$ cat src/rtl/shiftreg_sequencer.sv
// shiftreg_sequencer: drives a 4-bit universal shift register to serialize one word LSB- or MSB-first.
// Define SHIFTREG_SEQ_ROTATE_EN to refill the register from its own outgoing bit (rotate).
module shiftreg_sequencer (
  input  logic       clk,
  input  logic       reset,
  input  logic [3:0] data_in,
  input  logic       dir,
  input  logic       valid,
  output logic       ready,
  input  logic       stall,
  input  logic [3:0] q,
  output logic [1:0] mode,
  output logic [3:0] in,
  output logic       rightshift,
  output logic       leftshift,
  output logic       serial_out,
  output logic       serial_valid,
  output logic       done
);
  typedef enum logic [1:0] {IDLE, LOAD, SHIFT, DONE} state_t;
  state_t     state;
  logic [1:0] cnt;
  logic [3:0] word;
  logic       dir_r;
  logic       shifting;
  logic       unused;
  always_ff @(posedge clk or negedge reset)
    if (!reset) begin
      state <= IDLE;
      cnt   <= '0;
      word  <= '0;
      dir_r <= 1'b0;
    end else
      case (state)
        IDLE: if (valid) begin
          word  <= data_in;
          dir_r <= dir;
          state <= LOAD;
        end
        LOAD: begin
          cnt   <= '0;
          state <= SHIFT;
        end
        SHIFT: if (!stall) begin
          cnt <= cnt + 2'd1;
          if (cnt == 2'd3) state <= DONE;
        end
        DONE: state <= IDLE;
      endcase
  assign shifting     = state == SHIFT && !stall;
  assign ready        = state == IDLE;
  assign done         = state == DONE;
  assign in           = word;
  assign mode         = state == LOAD ? 2'b11 : shifting ? (dir_r ? 2'b10 : 2'b01) : 2'b00;
  assign serial_valid = shifting;
  assign serial_out   = shifting && (dir_r ? q[3] : q[0]);
  assign unused       = ^q[2:1];
`ifdef SHIFTREG_SEQ_ROTATE_EN
  assign rightshift = state == SHIFT && q[0];
  assign leftshift  = state == SHIFT && q[3];
`else
  assign rightshift = 1'b0;
  assign leftshift  = 1'b0;
`endif
endmodule

$ cat config.mk
export PLATFORM = sky130hd
export DESIGN_NAME = shiftreg_sequencer
export DESIGN_NICKNAME = d
export VERILOG_FILES = /design/src/rtl/shiftreg_sequencer.sv
export SDC_FILE = /design/constraint.sdc
export NUM_CORES = 1
export LEC_CHECK = 0
export BUFFER_PORTS_ARGS = -buffer_cell sky130_fd_sc_hd__buf_2
export CAP_MARGIN = 20
export CORE_AREA = 8 8 45 47
export DETAILED_ROUTE_END_ITERATION = 16
export DIE_AREA = 0 0 53 55
export PLACE_DENSITY = 0.77
export REMOVE_ABC_BUFFERS = 1
export SLEW_MARGIN = 20
export SYNTH_ARGS = -nofsm -noshare
export SYNTH_HDL_FRONTEND = slang
export SYNTH_SLANG_ARGS = --single-unit
$ cat constraint.sdc
create_clock -name clk -period 1.75 [get_ports clk]
set_input_delay 0.2625 -clock clk [delete_from_list [all_inputs] [get_ports clk]]
set_output_delay 0.2625 -clock clk [all_outputs]
set_load 0.02 [all_outputs]
==> run metrics, run 1 <==
FF-to-FF End=state[1]$_DFFE_PN0P_; Hold WS=0.239 ns; Clock Pin Slew Worst Setup and Hold Paths=0.06 ns; outcome=finished clean; GRT Resource Usage Total=8.04%; Clock Skew=0.00505 ns; post-route cell area=674 um^2; vias post-DR=378; Hold Crit Start=data_in[2]; reg2reg start=state[1]$_DFFE_PN0P_; number of synthesis warnings=0; worst skew pair latency=0.25 ns; die footprint=2920 um^2; CTS Buffer Depth=2; cells after synthesis=42; R2R depth=5; Initial Util=37.3%; GR Overflow Total=0; placed cells=77; Total Power=1.25 mW; Power per Cell Area=1860 nW/um^2; DR WL/cell=12.2 um; vias in the first global route=445; post-route insts no fill=82; Fin Setup TNS=0 ns; register bit total from synthesis=9; # H-tree levels=1; Pre-antenna DRT Iters=2; Max FO, Critical Path=6; CP Launch Type=flip-flop; Peak Freq=612 MHz; DP Area=626 um^2; GPL Wtd Cong=0.716; critical path data required time=1.49 ns; WL final=997 um; via density per instance=4.61; chip height=55 um; area of the core=1380 um^2; Layout Nets=86; mapped cell area=517 um^2; Hold Path Cell Cnt=2; CTS Buf Count=3; DRC Markers=0; drt initial violations=6; clk sink count=9; final hold viol count=0; Arr. time, crit path=1.37 ns; initial antenna violation count=0; layout cells sized above 1=53.0%; count of input and output buffers=20; Worst Hold Endpoint=in[2]$_DFFE_PN0P_; Mapped Avg Cell Area=12.3 um^2; IO Pins=25; Setup crit end kind=output pin; first-pass GRT wire length=1.81 mm; Root Driver=clkbuf_4; WS Path Type=flip-flop to output pin; Hold WC Path Type=primary input to flip-flop; Area growth, synth to finish=30.5%; synth unique cells=19; P_leak=0.362 nW; peak supply drop=842 uV; most frequent cells in the layout=buf_2 (20), dfrtp_1 (9), mux2_2 (6); commonest non-fill, non-tap cell in the layout=buf_2; Die Width=53 um; max-cap viol count=0; hpwl dp=829 um; RSZ-0062 raised after global routing=false; period utilization=93.4%; Final Max Tran Viols=0; sequential-to-total area share from yosys stat=43.6%; CTS tree=yes; R2R setup slack=0.28 ns; FP Rows=14; n_diodes=0; Setup-failing EPs final=0; Tmin final=1.63 ns; ANT nets after route=0; largest net degree at the start of global routing=10
worst max-delay path, cell delays in order, from the launching register on:
cell and delay (ns):
dfrtp_1 0.41, inv_2 0.08, ha_4 0.18, nand2b_2 0.08, inv_1 0.05, a21o_1 0.16
buf_2 0.15
cells by family after synthesis:
family / count (synthesis) / share of synthesized area, %
compound gates: 6 / 10.2
xor+xnor: 1 / 1.70
fa+ha+maj: 6 / 14.5
buf+inv: 5 / 5.08
flops: 9 / 43.6
mux: 8 / 17.9
other cells: 1 / 0.726
simple gates: 6 / 6.30
per-layer routing:
layer	part of all wire, %	track usage (%)	vias to the layer above
li1	-	-	185
met3	7.7	3.48	0
met1	44	9.63	176
met2	48	13.3	17
met4	0	1.29	0
met5	0	0	-
worst max-delay path by stage:
| stage | from | to | slack, ns | cells past startpoint |
|---|---|---|---|---|
| final | state[0]$_DFFE_PN0P_ | mode[1] | 0.12 | 6 |
| after global routing | state[0]$_DFFE_PN0P_ | mode[1] | 0.01 | 6 |
| after CTS | state[0]$_DFFE_PN0P_ | mode[1] | 0.03 | 6 |
| after detailed placement | state[0]$_DFFE_PN0P_ | mode[1] | 0.24 | 6 |
| after global placement | state[0]$_DFFE_PN0P_ | mode[1] | 0.26 | 6 |
| after floorplan | state[0]$_DFFE_PN0P_ | mode[1] | 0.25 | 5 |
cells in the mapped netlist, drive strengths merged:
master	count	area share (%)
a21o	1	1.5
a21oi	1	1.7
a22o	2	3.4
buf	2	2.9
conb	1	0.73
dfrtp	9	44
ha	6	15
inv	3	2.2
mux2	7	16
mux2i	1	1.9
nand2	1	0.73
nand2b	2	2.9
nor2	2	1.5
nor2b	1	1.2
o21bai	1	1.5
o32a	1	2.2
xnor2	1	1.7
repair_timing:
item                                    in CTS  in global routing
hold endpoints to repair                     9                  0
setup buffers                                0                  0
hold buffers                                 1                  0
endpoints found under the setup margin       2                  3
resized for setup                            1                  2
final cells by class:
cell class                      instances  area [um^2]
Tap cell                               16         20.0
Fill cell                             124          709
Multi-Input combinational cell         29          282
Sequential cell                         9          225
Clock buffer                            4         26.3
Inverter                                3         11.3
Timing Repair Buffer                   21          110
metrics by stage:
| step | setup WS, ns | utilization (%) |
|---|---|---|
| after global placement | 0.258 | 45.2 |
| after global routing | 0.0150 | 48.7 |
| final | 0.115 | 48.7 |
| after floorplan | 0.252 | - |
| after detailed placement | 0.241 | 45.2 |
| after CTS | 0.0252 | 48.0 |
registers in the layout (all words and copies together) (netlist names):
signal  cells
in          4
cnt         2
dir_r       1
state       2
report_power, final:
| part | leakage [nW] | total [mW] | internal, mW | switching, mW |
|---|---|---|---|---|
| Sequential | 0.109 | 0.392 | 0.311 | 0.0814 |
| Clock | 0.0150 | 0.152 | 0.0873 | 0.0645 |
| Combinational | 0.238 | 0.707 | 0.336 | 0.371 |
Power figures use the tool's default switching activity.
==> inputs of run 2 (changes only) <==
==> constraint.sdc (replaced) <==
create_clock -name clk -period 1.6 [get_ports clk]
set_input_delay 0.24 -clock clk [delete_from_list [all_inputs] [get_ports clk]]
set_output_delay 0.24 -clock clk [all_outputs]
set_load 0.02 [all_outputs]
==> run 2 against run 1 <==
Effect of this change: sequential share of layout area shrank 3.1 points; critical endpoint unchanged; first-iteration DRC count is the same; register-to-register slack lost 0.17 ns; highest routed layer unchanged.
==> run metrics, run 2 (synthesis gave the netlist of run 1 again) <==
GR Overflow Total=0 (unchanged); # H-tree levels=1 (unchanged); vias in the first global route=415 (-6.7%); Max FO, Critical Path=4 (-2); Die Width=53 um (unchanged); worst setup margin=0.0743 ns (-0.0409 ns); vias post-DR=409 (+8.2%); final hold viol count=0 (unchanged); clk sink count=9 (unchanged); largest net degree at the start of global routing=10 (unchanged); GR peak layer=met2; WL final=1.12 mm (+12%); CTS Buf Count=3 (unchanged); DR WL/cell=12.7 um (+4.5%); CP startpoint=state[1]$_DFFE_PN0P_; reg2reg start=state[1]$_DFFE_PN0P_; grt met3 use=3.74% (+0.27 points); Layout Nets=92 (+7.0%); Clock Pin Slew Worst Setup and Hold Paths=0.05 ns (about the same); cell at the slowest stage of the critical path=dfrtp_2; count of input and output buffers=20 (unchanged); first-pass GRT wire length=1.88 mm (+4.2%); Hold Crit Start=dir; IO Pins=25 (unchanged); Initial Util=37.3% (unchanged); Setup crit end kind=output pin; Power per Cell Area=2080 nW/um^2 (+12%); CTS tree=yes; outcome=finished clean; Final Max Tran Viols=0 (unchanged); area of the core=1380 um^2 (unchanged); P_leak=0.396 nW (+9.5%); via density per instance=4.65 (+0.82%); peak supply drop=904 uV (+7.4%); Setup WS pre-CTS=0.146 ns (-0.0948 ns); DRC Markers=0 (unchanged); chip height=55 um (unchanged); layout cells sized above 1=61.1% (+8.1 points); Hold WC Path Type=primary input to flip-flop; die footprint=2920 um^2 (unchanged); drt initial violations=6 (unchanged); Tmin final=1.53 ns; RSZ-0062 raised after global routing=false; Critical Path, Cell by Cell=ha_4 > nand2b_4 > inv_1 > a21o_1 > buf_6; initial antenna violation count=0 (unchanged); worst skew pair latency=0.25 ns (about the same); max-cap viol count=0 (unchanged); critical path data required time=1.36 ns (-0.13 ns); GRT Resource Usage Total=8.87% (+0.83 points); ANT nets after route=0 (unchanged); Peak Freq=655 MHz; GPL Wtd Cong=0.743 (+3.7%); GR Util met2=14.8% (+1.6 points); n_diodes=0 (unchanged); commonest non-fill, non-tap cell in the layout=buf_2; CTS Buffer Depth=2 (unchanged); CP Launch Type=flip-flop; Fin Setup TNS=0 ns (unchanged); Arr. time, crit path=1.29 ns (-0.08 ns); Setup-failing EPs final=0 (unchanged); FP Rows=14 (unchanged); hpwl dp=877 um (+5.7%); WS Path Type=flip-flop to output pin; most frequent cells in the layout=buf_2 (18), dfrtp_1 (8), buf_4 (7); met1 GRT Util=9.63% (unchanged); Pre-antenna DRT Iters=4 (+2); max FFs per register=4 (unchanged); max incr delay on CP=0.44 ns (+0.03 ns); Root Driver=clkbuf_4; Total Power=1.56 mW (+24%); Clock Skew=0.00174 ns (-0.00331 ns); Area growth, synth to finish=44.6%; period utilization=95.4%
run 2: area by class of cell:
cell class	count	area [um^2]
well taps	16	20.0
fillers	124	637
inverters	3	11.3
multi-input cells	29	299
flip-flops and latches	9	226
repair buffers	27	164
clock buffers	4	26.3
run 2: worst paths after layout:
path                       slack [ns]  depth (start not counted)              endpoint
min reg2reg                      0.50                          1     in[2]$_DFFE_PN0P_
max                              0.07                          5               mode[1]
min in group asynchronous        0.36                          2     in[2]$_DFFE_PN0P_
max in group asynchronous        1.04                          2  state[1]$_DFFE_PN0P_
max reg2reg                      0.11                          5  state[0]$_DFFE_PN0P_
min                              0.22                          2     dir_r$_DFFE_PN0P_
run 2: metrics by stage:
stage / utilization (%) / instance area (um^2) / instances / hold slack [ns]
after CTS: 49.6 / 687 / 85 / 0.208
after detailed placement: 45.8 / 633 / 78 / 0.0994
after global routing: 54.0 / 747 / 88 / 0.202
after global placement: 45.8 / 633 / 78 / 0.0915
final: 54.0 / 747 / 88 / 0.217
after floorplan: - / 505 / 41 / -0.0556
run 2: timing repair:
action,in CTS,in global routing
hold buffers,1,0
endpoints found under the hold margin,9,0
setup endpoints to repair,4,3
pin swaps,0,1
resized for setup,2,9
setup buffers,2,3
run 2: layer usage:
layer  up-vias  share of wire, %
met1       191                40
li1        202                 -
met2        16                51
met4         0                 0
met5         -                 0
met3         0               8.6
run 2: worst max-delay path, delay by kind of cell (launching register included):
kind                       cells  cell delay, ns
DFF                            1            0.44
AOI/OAI and AO/OA              1            0.18
buffers and inverters          2            0.18
adders and majority gates      1            0.18
and+or+nand+nor                1            0.07
run 2: power by group:
part / switching, mW / internal, mW / leakage, nW
logic: 0.465 / 0.498 / 0.273
registers: 0.0860 / 0.343 / 0.108
clock network: 0.0676 / 0.0953 / 0.0150
==> inputs of run 3 (changes only) <==
--- a/config.mk
+++ b/config.mk
@@ -10,7 +10,8 @@
 export CORE_AREA = 8 8 45 47
 export DETAILED_ROUTE_END_ITERATION = 16
 export DIE_AREA = 0 0 53 55
-export PLACE_DENSITY = 0.77
+export HOLD_SLACK_MARGIN = 0.03
+export PLACE_DENSITY = 0.7
 export REMOVE_ABC_BUFFERS = 1
 export SLEW_MARGIN = 20
 export SYNTH_ARGS = -nofsm -noshare
==> run 3 against run 2 <==
Effect of this change: total power decreased by 1.1%; cell area down 2.3%; critical path type is now flip-flop to flip-flop; sequential share of layout area up 0.73 points; routed wire length grew 4.7%; largest power group unchanged; maximum frequency shrank 2.4%; first-iteration DRC count up 83%.
==> run metrics, run 3 (synthesis gave the netlist of run 1 again) <==
outcome=finished clean; peak supply drop=870 uV (-3.8%); layout cells sized above 1=60.6% (-0.55 points); CTS tree=yes; Fin Setup TNS=0 ns (unchanged); Peak Freq=640 MHz (-2.4%); DRC Markers=0 (unchanged); first-pass GRT wire length=1.86 mm (-1.4%); R2R depth=6 (+1); via density per instance=4.74 (+1.9%); hpwl dp=840 um (-4.2%); Max FO, Critical Path=3 (-1); DP Area=626 um^2 (-1.2%); vias in the first global route=449 (+8.2%); worst skew pair latency=0.26 ns (about the same); Tmin final=1.56 ns (+0.0372 ns); filler instances=140 (+13%); Setup crit end kind=flip-flop; Die Width=53 um (unchanged); Layout Nets=91 (-1.1%); chip height=55 um (unchanged); crit path capture=state[1]$_DFFE_PN0P_; R2R setup slack=0.04 ns (-0.07 ns); Hold WC Path Type=primary input to flip-flop; Final Max Tran Viols=0 (unchanged); n_diodes=0 (unchanged); FF-to-FF End=state[1]$_DFFE_PN0P_; most frequent cells in the layout=buf_2 (18), dfrtp_1 (8), mux2_2 (6), buf_4 (6), ha_1 (4); Setup WS pre-CTS=0.111 ns (-0.0355 ns); GRT Resource Usage Total=8.43% (-0.44 points); vias post-DR=412 (+0.73%); placed cells=77 (-1.3%); Arr. time, crit path=1.70 ns (+0.41 ns); die footprint=2920 um^2 (unchanged); RSZ-0062 raised after global routing=true; initial antenna violation count=0 (unchanged); Initial Util=37.3% (unchanged); clk sink count=9 (unchanged); max FFs per register=4 (unchanged); count of input and output buffers=20 (unchanged); Pre-antenna DRT Iters=4 (unchanged); post-route insts no fill=87 (-1.1%); post-layout util=52.7% (-1.3 points); ANT nets after route=0 (unchanged); reg2reg start=state[0]$_DFFE_PN0P_; Clock Pin Slew Worst Setup and Hold Paths=0.06 ns (about the same); drt initial violations=11 (+5); CTS Buffer Depth=2 (unchanged); FP Rows=14 (unchanged); final hold viol count=0 (unchanged); Root Driver=clkbuf_4; CTS Buf Count=3 (unchanged); CP startpoint=state[0]$_DFFE_PN0P_; worst setup margin=0.0372 ns (-0.0372 ns); Hold WS=0.207 ns (-0.00953 ns); DR WL/cell=13.5 um (+5.9%); Total Power=1.54 mW (-1.1%); max-cap viol count=0 (unchanged); Clock Skew=0.00638 ns (+0.00463 ns); commonest non-fill, non-tap cell in the layout=buf_2; # H-tree levels=1 (unchanged); Area growth, synth to finish=41.2%; IO Pins=25 (unchanged); P_leak=0.388 nW (-2.0%); period utilization=97.7% (+2.3 points); area of the core=1380 um^2 (unchanged); Power per Cell Area=2110 nW/um^2 (+1.3%); GR Overflow Total=0 (unchanged); GPL Wtd Cong=0.745 (+0.26%); WL final=1.17 mm (+4.7%); post-route cell area=729 um^2 (-2.3%); CP Launch Type=flip-flop; Setup-failing EPs final=0 (unchanged); critical path data required time=1.74 ns (+0.38 ns); largest net degree at the start of global routing=10 (unchanged); WS Path Type=flip-flop to flip-flop
-- run 3: changes by cell type in the layout (fill, tap and decap cells not counted), sizes merged --
cell and change:
buf -1
-- run 3: what timing repair did --
item | CTS | global route
setup endpoints to repair | 4 | 3
gates resized for setup | 4 | 6
buffers inserted | 3 | 2
endpoints found under the hold margin | 9 | 0
pin swaps | 0 | 2
hold buffers | 1 | 0
-- run 3: worst min-delay path by stage --
stage | endpoint | depth (start not counted) | start | slack (ns)
after CTS | in[1]$_DFFE_PN0P_ | 2 | data_in[1] | 0.20
after global routing | in[2]$_DFFE_PN0P_ | 2 | data_in[2] | 0.20
after global placement | in[3]$_DFFE_PN0P_ | 1 | reset | 0.09
final | dir_r$_DFFE_PN0P_ | 2 | dir | 0.21
after floorplan | cnt[0]$_DFFE_PN0P_ | 0 | reset | -0.06
after detailed placement | in[0]$_DFFE_PN0P_ | 1 | reset | 0.1
-- run 3: report_power, final --
group / leakage (nW) / switching, mW / internal [mW] / total, mW
registers: 0.108 / 0.0882 / 0.343 / 0.431
clock network: 0.0150 / 0.0795 / 0.0961 / 0.176
logic: 0.266 / 0.450 / 0.481 / 0.932
-- run 3: final cells by class --
cell class	instances	area, um^2	share of cell area [%]
sequential	9	226	31.0
multi-input combinational	29	289	39.6
clock buffer	4	26.3	3.60
inverter	3	11.3	1.54
tap	16	20.0	2.74
timing repair buffer	26	156	21.4
-- run 3: routing by layer --
metal	vias to the layer above	GRT usage (%)	share of wire (%)
li1	198	-	-
met1	200	9.18	37
met2	14	14.3	56
met3	0	4.01	7.7
met4	0	2.59	0
met5	-	0	0
-- run 3: critical path: stages (launching register included) --
cell	delay [ns]
dfrtp_1	0.40
inv_2	0.07
buf_4	0.14
ha_1	0.21
nor2b_1	0.16
a21oi_2	0.16
mux2_4	0.31
